### src/rtl/pipe_ctrl_pkg.sv
// pipe_ctrl_pkg: shared state encoding and bubble constant for the pipeline sequencing controller
package pipe_ctrl_pkg;
    typedef enum logic [1:0] {
        RUN      = 2'd0,
        LU_STALL = 2'd1,
        MEM_WAIT = 2'd2,
        FLUSH    = 2'd3
    } ctrl_state_t;
    localparam int CTRL_W = 8;
    localparam logic [CTRL_W-1:0] BUBBLE_CTRL = '0;
endpackage

### src/rtl/pipe_wait_timer.sv
// pipe_wait_timer: saturating consecutive memory-wait counter with sticky timeout flag
module pipe_wait_timer #(
    parameter int MEM_TIMEOUT = 255
) (
    input  logic clk,
    input  logic rst,
    input  logic stall,
    output logic timeout
);
    localparam int CW = $clog2(MEM_TIMEOUT + 1);
    logic [CW-1:0] cnt;
    wire at_max = cnt == CW'(MEM_TIMEOUT);
    always_ff @(posedge clk) begin
        if (rst) begin
            cnt     <= '0;
            timeout <= 1'b0;
        end else begin
            cnt <= !stall ? '0 : at_max ? cnt : cnt + 1'b1;
            if (stall && at_max)
                timeout <= 1'b1;
        end
    end
endmodule

### src/rtl/pipe_hazard_ctrl.sv
// pipe_hazard_ctrl: load-use / branch / memory-wait sequencing for the 5-stage core.
// Define PIPE_HAZARD_CTRL_PERF_EN to build the stall and flush performance counters.
module pipe_hazard_ctrl
    import pipe_ctrl_pkg::*;
#(
    parameter int MEM_TIMEOUT = 255
) (
    input  logic        clk,
    input  logic        rst,
    input  logic [4:0]  id_rs1_addr,
    input  logic [4:0]  id_rs2_addr,
    input  logic        id_uses_rs1,
    input  logic        id_uses_rs2,
    input  logic        idex_mem_read,
    input  logic [4:0]  idex_rd_addr,
    input  logic        exmem_branch,
    input  logic        exmem_zero,
    input  logic        mem_req,
    input  logic        mem_ready,
    output logic        pc_we,
    output logic        ifid_we,
    output logic        idex_we,
    output logic        exmem_we,
    output logic        memwb_we,
    output logic        ifid_flush,
    output logic        idex_flush,
    output logic        exmem_flush,
    output logic        memwb_flush,
    output logic        pc_sel,
    output logic [1:0]  ctrl_state,
    output logic        mem_timeout,
    output logic [31:0] stall_cnt,
    output logic [31:0] flush_cnt
);
    ctrl_state_t state, state_nx;
    logic [4:0] we;
    logic [3:0] fl;
    wire mem_stall = mem_req & ~mem_ready;
    wire taken     = exmem_branch & exmem_zero;
    wire lu_hazard = (state != LU_STALL) & idex_mem_read & (idex_rd_addr != 5'd0) &
                     ((id_uses_rs1 & (id_rs1_addr == idex_rd_addr)) |
                      (id_uses_rs2 & (id_rs2_addr == idex_rd_addr)));
    // we = {pc, ifid, idex, exmem, memwb}; fl = {ifid, idex, exmem, memwb}
    always_comb begin
        we       = 5'b11111;
        fl       = 4'b0000;
        pc_sel   = 1'b0;
        state_nx = RUN;
        if (rst) begin
            we = 5'b00000;
            fl = 4'b1111;
        end else if (mem_stall) begin
            we       = 5'b00001;
            fl       = 4'b0001;
            state_nx = MEM_WAIT;
        end else if (taken) begin
            fl       = 4'b1110;
            pc_sel   = 1'b1;
            state_nx = FLUSH;
        end else if (lu_hazard) begin
            we       = 5'b00111;
            fl       = 4'b0100;
            state_nx = LU_STALL;
        end
    end
    always_ff @(posedge clk)
        state <= rst ? RUN : state_nx;
    assign {pc_we, ifid_we, idex_we, exmem_we, memwb_we} = we;
    assign {ifid_flush, idex_flush, exmem_flush, memwb_flush} = fl;
    assign ctrl_state = state;
    pipe_wait_timer #(.MEM_TIMEOUT(MEM_TIMEOUT)) u_timer (
        .clk     (clk),
        .rst     (rst),
        .stall   (mem_stall),
        .timeout (mem_timeout)
    );
`ifdef PIPE_HAZARD_CTRL_PERF_EN
    logic [31:0] stall_q, flush_q;
    always_ff @(posedge clk) begin
        if (rst) begin
            stall_q <= '0;
            flush_q <= '0;
        end else begin
            if (!pc_we && stall_q != 32'hFFFF_FFFF)
                stall_q <= stall_q + 32'd1;
            if (pc_sel && flush_q != 32'hFFFF_FFFF)
                flush_q <= flush_q + 32'd1;
        end
    end
    assign stall_cnt = stall_q;
    assign flush_cnt = flush_q;
`else
    assign stall_cnt = '0;
    assign flush_cnt = '0;
`endif
endmodule

### config.mk
export PLATFORM = sky130hd
export DESIGN_NAME = pipe_hazard_ctrl
export DESIGN_NICKNAME = d
export VERILOG_FILES = /design/src/rtl/pipe_ctrl_pkg.sv /design/src/rtl/pipe_wait_timer.sv /design/src/rtl/pipe_hazard_ctrl.sv
export SDC_FILE = /design/constraint.sdc
export NUM_CORES = 1
export LEC_CHECK = 0
export ABC_CLOCK_PERIOD_IN_PS = 3400
export BUFFER_PORTS_ARGS = -buffer_cell sky130_fd_sc_hd__buf_2
export CAP_MARGIN = 10
export CORE_ASPECT_RATIO = 0.75
export CORE_MARGIN = 4
export CORE_UTILIZATION = 41
export CTS_CLUSTER_SIZE = 12
export DETAILED_ROUTE_END_ITERATION = 7
export PLACE_DENSITY = 0.86
export SYNTH_ARGS = -nofsm -noshare
export SYNTH_HDL_FRONTEND = slang
export SYNTH_SLANG_ARGS = --single-unit
### constraint.sdc
create_clock -name clk -period 3.4 [get_ports clk]
set_clock_uncertainty 0.05 [all_clocks]
set_input_delay 0.17 -clock clk [delete_from_list [all_inputs] [get_ports clk]]
set_output_delay 0.17 -clock clk [all_outputs]
set_load 0.01 [all_outputs]
Word level (Yosys, flattened, before mapping)
Index checks and enable logic that the tools add are counted.

Word-level logic and storage cells: 37. Bits of input ports: 24. Output and inout port bits: 77. Register bits: 11.

$add $sub $neg: 1. Muxes and demuxes: 14. Bitwise operators: 10. Reductions and logical operators: 4. Equality and inequality tests: 4.

Operators with widths (number): 2-to-1 mux 5 bit (4); 2-to-1 mux 4 bit (3); == test 5 bit (2); adder 8 x 1 -> 8 bit, second input constant (1); == test 8 bit, second input constant (1); bitwise AND 1 bit (7); nonzero test 5 bit (1); 2-to-1 mux 1 bit (4); 2-to-1 mux 2 bit (2); OR reduction 2 bit (2); 2-to-1 mux 3 bit (1); inequality test 2 x 1 -> 1 bit, second input constant (1); inverter 1 bit (2); logical AND 1 bit (1); bitwise OR 1 bit (1).

Longest topological paths before layout
Gate-level depths: netlist of run 1.

Depth after elaboration: 8. Depth in mapped cells: 6. Mapped depth without buffers: 5.

By module
A second synthesis of run 1 with hierarchy kept.

Cell total of the unflattened synthesis: 148. Area, all modules: 1208.7 um^2.

By module, submodules not included: pipe_hazard_ctrl (cells each 102, instances 1, area each 768.2 um^2, sequential area each 40.0 um^2); pipe_wait_timer (cells each 46, instances 1, area each 440.4 um^2, sequential area each 180.2 um^2).

Worst setup path before layout of run 1
Ideal clock, no wire load.

Path type: reg2reg. Start point: reg u_timer.cnt[0]. End point: reg u_timer.cnt[0]. Stages on the path, launching flop included: 7. Slack: 1.916 ns. Arrival time: 1.317 ns. Setup time: 0.117 ns. Data required time: 3.233 ns. Cell sequence: dfxtp_1 ha_1 nand3_2 or3_1 buf_2 xnor2_1 nor2_1.

Cells in the longest elaborated chain, start to end: 1.

RTL lines: start, declared (RTL line pipe_wait_timer.sv:11) `logic [CW-1:0] cnt;`; start signal, assigned (RTL line pipe_wait_timer.sv:18) `cnt <= !stall ? '0 : at_max ? cnt : cnt + 1'b1;`; adder 8 x 1 -> 8 bit or == test 8 bit (tied branches) (RTL line pipe_wait_timer.sv:18, pipe_wait_timer.sv:12).

Several ways; a longest one is shown, not always the timed one. A chain may end at the register's enable or synchronous reset.

Worst setup path in the final report of run 1
Ends and elaborated chain as after synthesis.

==> flow_summary.json, run 1 <==
{
  "status": "finished, final reports clean",
  "holdCritStartpoint": "rst",
  "clk_pin_slew_ps": 50,
  "whs_endpoint": "ctrl_state[1]$_SDFF_PP0_",
  "r2r_slack_ps": 1800,
  "drt_iter0_drc": 13,
  "cellLeakagePower_uw": 0.0006320,
  "rsz0062_at_grt": "false",
  "ys_async_sr_fraction": 0,
  "startpoint": "u_timer.cnt[0]$_SDFFE_PP0P_",
  "hold_viol": 0,
  "crit_required_ps": 3480,
  "yosysWarnings": 0,
  "yosysUniqueCellTypes": 33,
  "instances_no_fill": 218,
  "dp_hpwl_um": 1921,
  "yosys.area.top_type": "buf_4",
  "die_x_um": 69.45,
  "fin_nets": 208,
  "avgSynthCellArea_um2": 7.899,
  "start_kind": "register",
  "yosysSeqAreaShare": 0.1897,
  "final_area_um2": 1160,
  "cp.arrival_ps": 1680,
  "path_max_fanout": 5,
  "gp_congestion": 0.8186,
  "syn_to_final_growth_pct": -0.1080,
  "grtUsageTotal": 0.1012,
  "synth-edff-count": 0,
  "ant_nets": 0,
  "ys.flop_type": "dfxtp_1",
  "max_cap_viol_count": 0,
  "yosysMostFrequentCell": "buf_4",
  "port-buffer-count": 36,
  "grt_pass1_vias": 636,
  "cts-buffers-inserted": 3,
  "fp.coreArea_um2": 2663,
  "setup_tns_ps": 0,
  "drive_gt1_frac": 0.2363,
  "synth_seq_cells": 11,
  "hold_depth": 2,
  "drt-wirelength-per-cell_um": 10.25,
  "ir_worst_vdd_mv": 0.1371,
  "ctsResizeCount": 0,
  "setup_viol": 0,
  "grt_first_pass_wirelength_um": 2884,
  "grt_max_degree": 7,
  "io_pins": 101,
  "ctsHoldBuffers": 0,
  "die-area_um2": 3756,
  "cts_buffer_depth": 2,
  "clkLatencyLatePin_ps": 240,
  "crit_type": "register to register",
  "root_buffer": "clkbuf_8",
  "powerDensity_nw_per_um2": 306.4,
  "wl_um": 2234,
  "placed_cells": 214,
  "timing.hold.ws_ps": 108.7,
  "antenna_cells": 0,
  "r2r-start": "u_timer.cnt[0]$_SDFFE_PP0P_",
  "synth_area_leaders": "buf_4, dfxtp_1, xor2_1",
  "r2r_end": "u_timer.cnt[0]$_SDFFE_PP0P_",
  "cts_setup_buffers": 0,
  "clkSinkCount": 11,
  "htreeDepth": 1,
  "cts_tree": "built",
  "n_fill_cell": 288,
  "vias_per_cell": 3.945,
  "period_minus_slack_ps": 1595,
  "rows": 16,
  "slew_violations": 0,
  "max_freq_ghz": 0.6268,
  "fin_crit_sh": 0.4692,
  "syn-cell-area_um2": 1161,
  "initial_core_util": 0.4361,
  "synth_common_cells": "buf_4, dfxtp_1, nand2_1",
  "r2r_cells": 5,
  "min_path_type": "input pin to register",
  "firstDrtPassIters": 4,
  "end_kind": "register",
  "placed_cell_area_um2": 1115,
  "vias": 860,
  "synth_top_area_share": 0.4332,
  "syn-instance-count": 147,
  "drc": 0,
  "grt_overflow_total": 0,
  "die_h_um": 54.09,
  "grt_antenna_before_repair": 0
}
-- worst max-delay path by stage --
stage / endpoint / slack [ps] / cells after the start
2_1_floorplan: u_timer.cnt[0]$_SDFFE_PP0P_ / 1920 / 6
3_3_place_gp: idex_flush / 1820 / 6
3_5_place_dp: pc_we / 1810 / 6
4_1_cts: u_timer.cnt[0]$_SDFFE_PP0P_ / 1810 / 5
5_1_grt: idex_flush / 1680 / 6
6_report: u_timer.cnt[0]$_SDFFE_PP0P_ / 1800 / 5
-- critical path: stages (launching register included) --
cell and delay [ps]:
dfxtp_1 360, ha_1 230, nand3_2 140, or3_1 480, xnor2_1 170, nor2_1 50
-- area by class of cell --
| type | instances | area [um2] | area share |
|---|---|---|---|
| tap | 36 | 45.04 | 0.03884 |
| clock buffer | 4 | 45.04 | 0.03884 |
| sequential | 11 | 220.2 | 0.1899 |
| multi-input combinational | 126 | 650.6 | 0.5610 |
| inverter | 5 | 18.77 | 0.01618 |
| timing repair buffer | 36 | 180.2 | 0.1553 |
-- registers in the layout, summed over array words and instances (netlist names) --
register and flops:
u_timer.cnt 8, ctrl_state 2, u_timer.timeout 1
-- per-layer routing --
metal / wire (um) / vias up / track usage
met5: 0 / - / 0
met4: 0 / 0 / 0.04870
met3: 251 / 0 / 0.04104
met2: 1113 / 56 / 0.1440
met1: 869 / 377 / 0.1325
li1: - / 427 / -
-- cell usage in the layout, fill, tap and decap left out, types with 2 or more instances in the layout --
cell      synthesis  layout
a21oi_1           3       3
and3_1            3       3
xnor2_1           3       3
nor3_1            2       2
inv_1             4       4
a31oi_1           4       4
nand2_1          10      10
xor2_1            9       9
clkbuf_8          0       3
dfxtp_1          11      11
buf_2             1      36
nor2_1            5       5
o21ai_0           4       4
conb_1            1      64
o31ai_1           2       2
-- power by group --
| part | total [uW] | internal [uW] | switching, uW |
|---|---|---|---|
| Sequential | 132 | 131 | 1.18 |
| Combinational | 88.8 | 26.6 | 62.2 |
| Clock | 134 | 82.6 | 51.9 |
-- stage by stage --
| stage | setup slack [ps] | utilization | power [uW] |
|---|---|---|---|
| floorplan | 1916 | - | 250.4 |
| global placement | 1824 | 0.4187 | 220.9 |
| detailed placement | 1813 | 0.4187 | 221.8 |
| CTS | 1807 | 0.4356 | 357.1 |
| global route | 1685 | 0.4356 | 375.8 |
| finish | 1805 | 0.4356 | 355.4 |
-- cells by family (layout without fill, tap and decap cells) --
group | after synthesis | after routing | synth area share
xor gates and xnor gates | 12 | 12 | 0.09053
and+or+nand+nor | 30 | 30 | 0.1369
other | 1 | 64 | 0.003230
adders and majority gates | 1 | 1 | 0.01077
buffers and inverters | 73 | 45 | 0.4537
muxes | 1 | 1 | 0.008621
DFF | 11 | 11 | 0.1897
AOI/OAI and AO/OA | 18 | 18 | 0.1067
Power figures use the tool's default switching activity.
==> run 2: changes to the inputs <==
--- a/config.mk
+++ b/config.mk
@@ -5,15 +5,15 @@
 export SDC_FILE = /design/constraint.sdc
 export NUM_CORES = 1
 export LEC_CHECK = 0
-export ABC_CLOCK_PERIOD_IN_PS = 3400
+export ABC_CLOCK_PERIOD_IN_PS = 1500
 export BUFFER_PORTS_ARGS = -buffer_cell sky130_fd_sc_hd__buf_2
 export CAP_MARGIN = 10
 export CORE_ASPECT_RATIO = 0.75
 export CORE_MARGIN = 4
-export CORE_UTILIZATION = 41
+export CORE_UTILIZATION = 38
 export CTS_CLUSTER_SIZE = 12
 export DETAILED_ROUTE_END_ITERATION = 7
-export PLACE_DENSITY = 0.86
+export PLACE_DENSITY = 0.8
 export SYNTH_ARGS = -nofsm -noshare
 export SYNTH_HDL_FRONTEND = slang
 export SYNTH_SLANG_ARGS = --single-unit
==> constraint.sdc (replaced) <==
create_clock -name clk -period 1.5 [get_ports clk]
set_clock_uncertainty 0.05 [all_clocks]
set_input_delay 0.075 -clock clk [delete_from_list [all_inputs] [get_ports clk]]
set_output_delay 0.075 -clock clk [all_outputs]
set_load 0.01 [all_outputs]
==> flow_summary.json, run 2 (synthesized netlist as in run 1, its figures left out) <==
{
  "n_fill_cell": 306,
  "port-buffer-count": 36,
  "cellLeakagePower_uw": 0.0006767,
  "startpoint": "u_timer.cnt[0]$_SDFFE_PP0P_",
  "htreeDepth": 1,
  "cts_buffer_depth": 2,
  "drive_gt1_frac": 0.2888,
  "antenna_cells": 0,
  "rsz0062_at_grt": "true",
  "die_x_um": 71.83,
  "drt_iter0_drc": 35,
  "endpoint": "u_timer.cnt[3]$_SDFFE_PP0P_",
  "regArea_um2": 221.5,
  "fin_nets": 213,
  "firstDrtPassIters": 4,
  "r2r_cells": 6,
  "clkLatencyLatePin_ps": 240,
  "vias_per_cell": 3.951,
  "grt_overflow_total": 0,
  "crit_required_ps": 1580,
  "die_h_um": 55.87,
  "die-area_um2": 4013,
  "drc": 0,
  "r2r_slack_ps": 30,
  "fin_util": 0.4284,
  "totalPowerFinal_uw": 813.9,
  "dp_hpwl_um": 2017,
  "powerDensity_nw_per_um2": 647.3,
  "ir_worst_vdd_mv": 0.2483,
  "min_path_type": "input pin to register",
  "regMostFlops": "u_timer.cnt",
  "setup_viol": 0,
  "slew_violations": 0,
  "cts_tree": "built",
  "largest_reg_flops": 8,
  "start_kind": "register",
  "fp.coreArea_um2": 2935,
  "hold_viol": 0,
  "fin_crit_sh": 0.9819,
  "end_kind": "register",
  "initial_core_util": 0.3956,
  "instances_no_fill": 225,
  "root_buffer": "clkbuf_8",
  "clkSinkCount": 11,
  "status": "finished, final reports clean",
  "grt_pass1_vias": 760,
  "final_cell_mix": "conb_1, buf_2, nand2_1, dfxtp_1, xor2_1",
  "io_pins": 101,
  "drt-wirelength-per-cell_um": 10.68,
  "syn_to_final_growth_pct": 8.298,
  "path_max_fanout": 4,
  "vias": 889,
  "grt_max_degree": 7,
  "rows": 17,
  "clk_pin_slew_ps": 50,
  "grtUsageTotal": 0.1087,
  "r2r-start": "u_timer.cnt[0]$_SDFFE_PP0P_",
  "ant_nets": 0,
  "cts-buffers-inserted": 3,
  "wl_um": 2403,
  "crit_type": "register to register",
  "final_common_cell": "conb_1",
  "multi_input_area_um2": 685.7,
  "cp.arrival_ps": 1550,
  "grt_antenna_before_repair": 0,
  "r2r_end": "u_timer.cnt[3]$_SDFFE_PP0P_",
  "max_cap_viol_count": 0,
  "max_freq_ghz": 0.6789,
  "period_minus_slack_ps": 1473,
  "grt_first_pass_wirelength_um": 3498,
  "gp_congestion": 0.7398,
  "placed_cells": 220
}
run 2: worst min path at each step:
stage | from | end | slack [ps] | depth (start not counted)
5_1_grt | idex_mem_read | ctrl_state[0]$_SDFF_PN0_ | 80 | 3
3_5_place_dp | rst | u_timer.timeout$_SDFFE_PP0P_ | 240 | 2
3_3_place_gp | rst | ctrl_state[1]$_SDFF_PP0_ | 250 | 2
2_1_floorplan | rst | ctrl_state[1]$_SDFF_PP0_ | 90 | 1
4_1_cts | idex_mem_read | ctrl_state[0]$_SDFF_PN0_ | 80 | 3
6_report | idex_mem_read | ctrl_state[0]$_SDFF_PN0_ | 80 | 3
run 2: critical path, cell delays in order, from the launching register on:
cell and delay, ps:
dfxtp_2 370, ha_2 210, nand3_2 90, buf_4 160
o31ai_2 260, xor2_1 180, nor2_1 50
run 2: repair_timing:
item                                   in CTS  in global routing
pin swaps                                   0                  5
setup endpoints to repair                   2                  7
resized for setup                           3                  9
setup buffers                               0                  0
hold buffers                                1                  0
endpoints found under the hold margin       2                  0
run 2: where the power goes:
part,switching [uW],leakage [uW],internal (uW),total [uW]
clock,111,0.0000228,187,298
combinational,146,0.000564,69.4,215
sequential,3.49,0.0000895,297,301
run 2: metal layers:
metal | vias to the layer above | track usage | wire (um)
met5 | - | 0 | 0
met4 | 0 | 0.03217 | 0
met3 | 0 | 0.04152 | 245
met1 | 413 | 0.1299 | 867
met2 | 44 | 0.1793 | 1289
li1 | 432 | - | -
run 2: stage by stage:
| step | hold WS [ps] | instance area, um2 | setup slack (ps) | TNS (ps) |
|---|---|---|---|---|
| 2_1_floorplan | 94.07 | 1398 | 15.69 | 0 |
| 3_3_place_gp | 246.9 | 1147 | 43.48 | 0 |
| 3_5_place_dp | 244.8 | 1147 | -75.59 | -75.59 |
| 4_1_cts | 76.29 | 1216 | 8.160 | 0 |
| 5_1_grt | 80.51 | 1257 | -57.54 | -122.3 |
| 6_report | 77.68 | 1257 | 27.10 | 0 |
run 2: layout make-up:
cell class                      count  area share
Tap cell                           38     0.03781
Inverter                            5     0.01493
Timing Repair Buffer               41      0.1900
Sequential cell                    11      0.1761
Multi-Input combinational cell    126      0.5453
Clock buffer                        4     0.03582
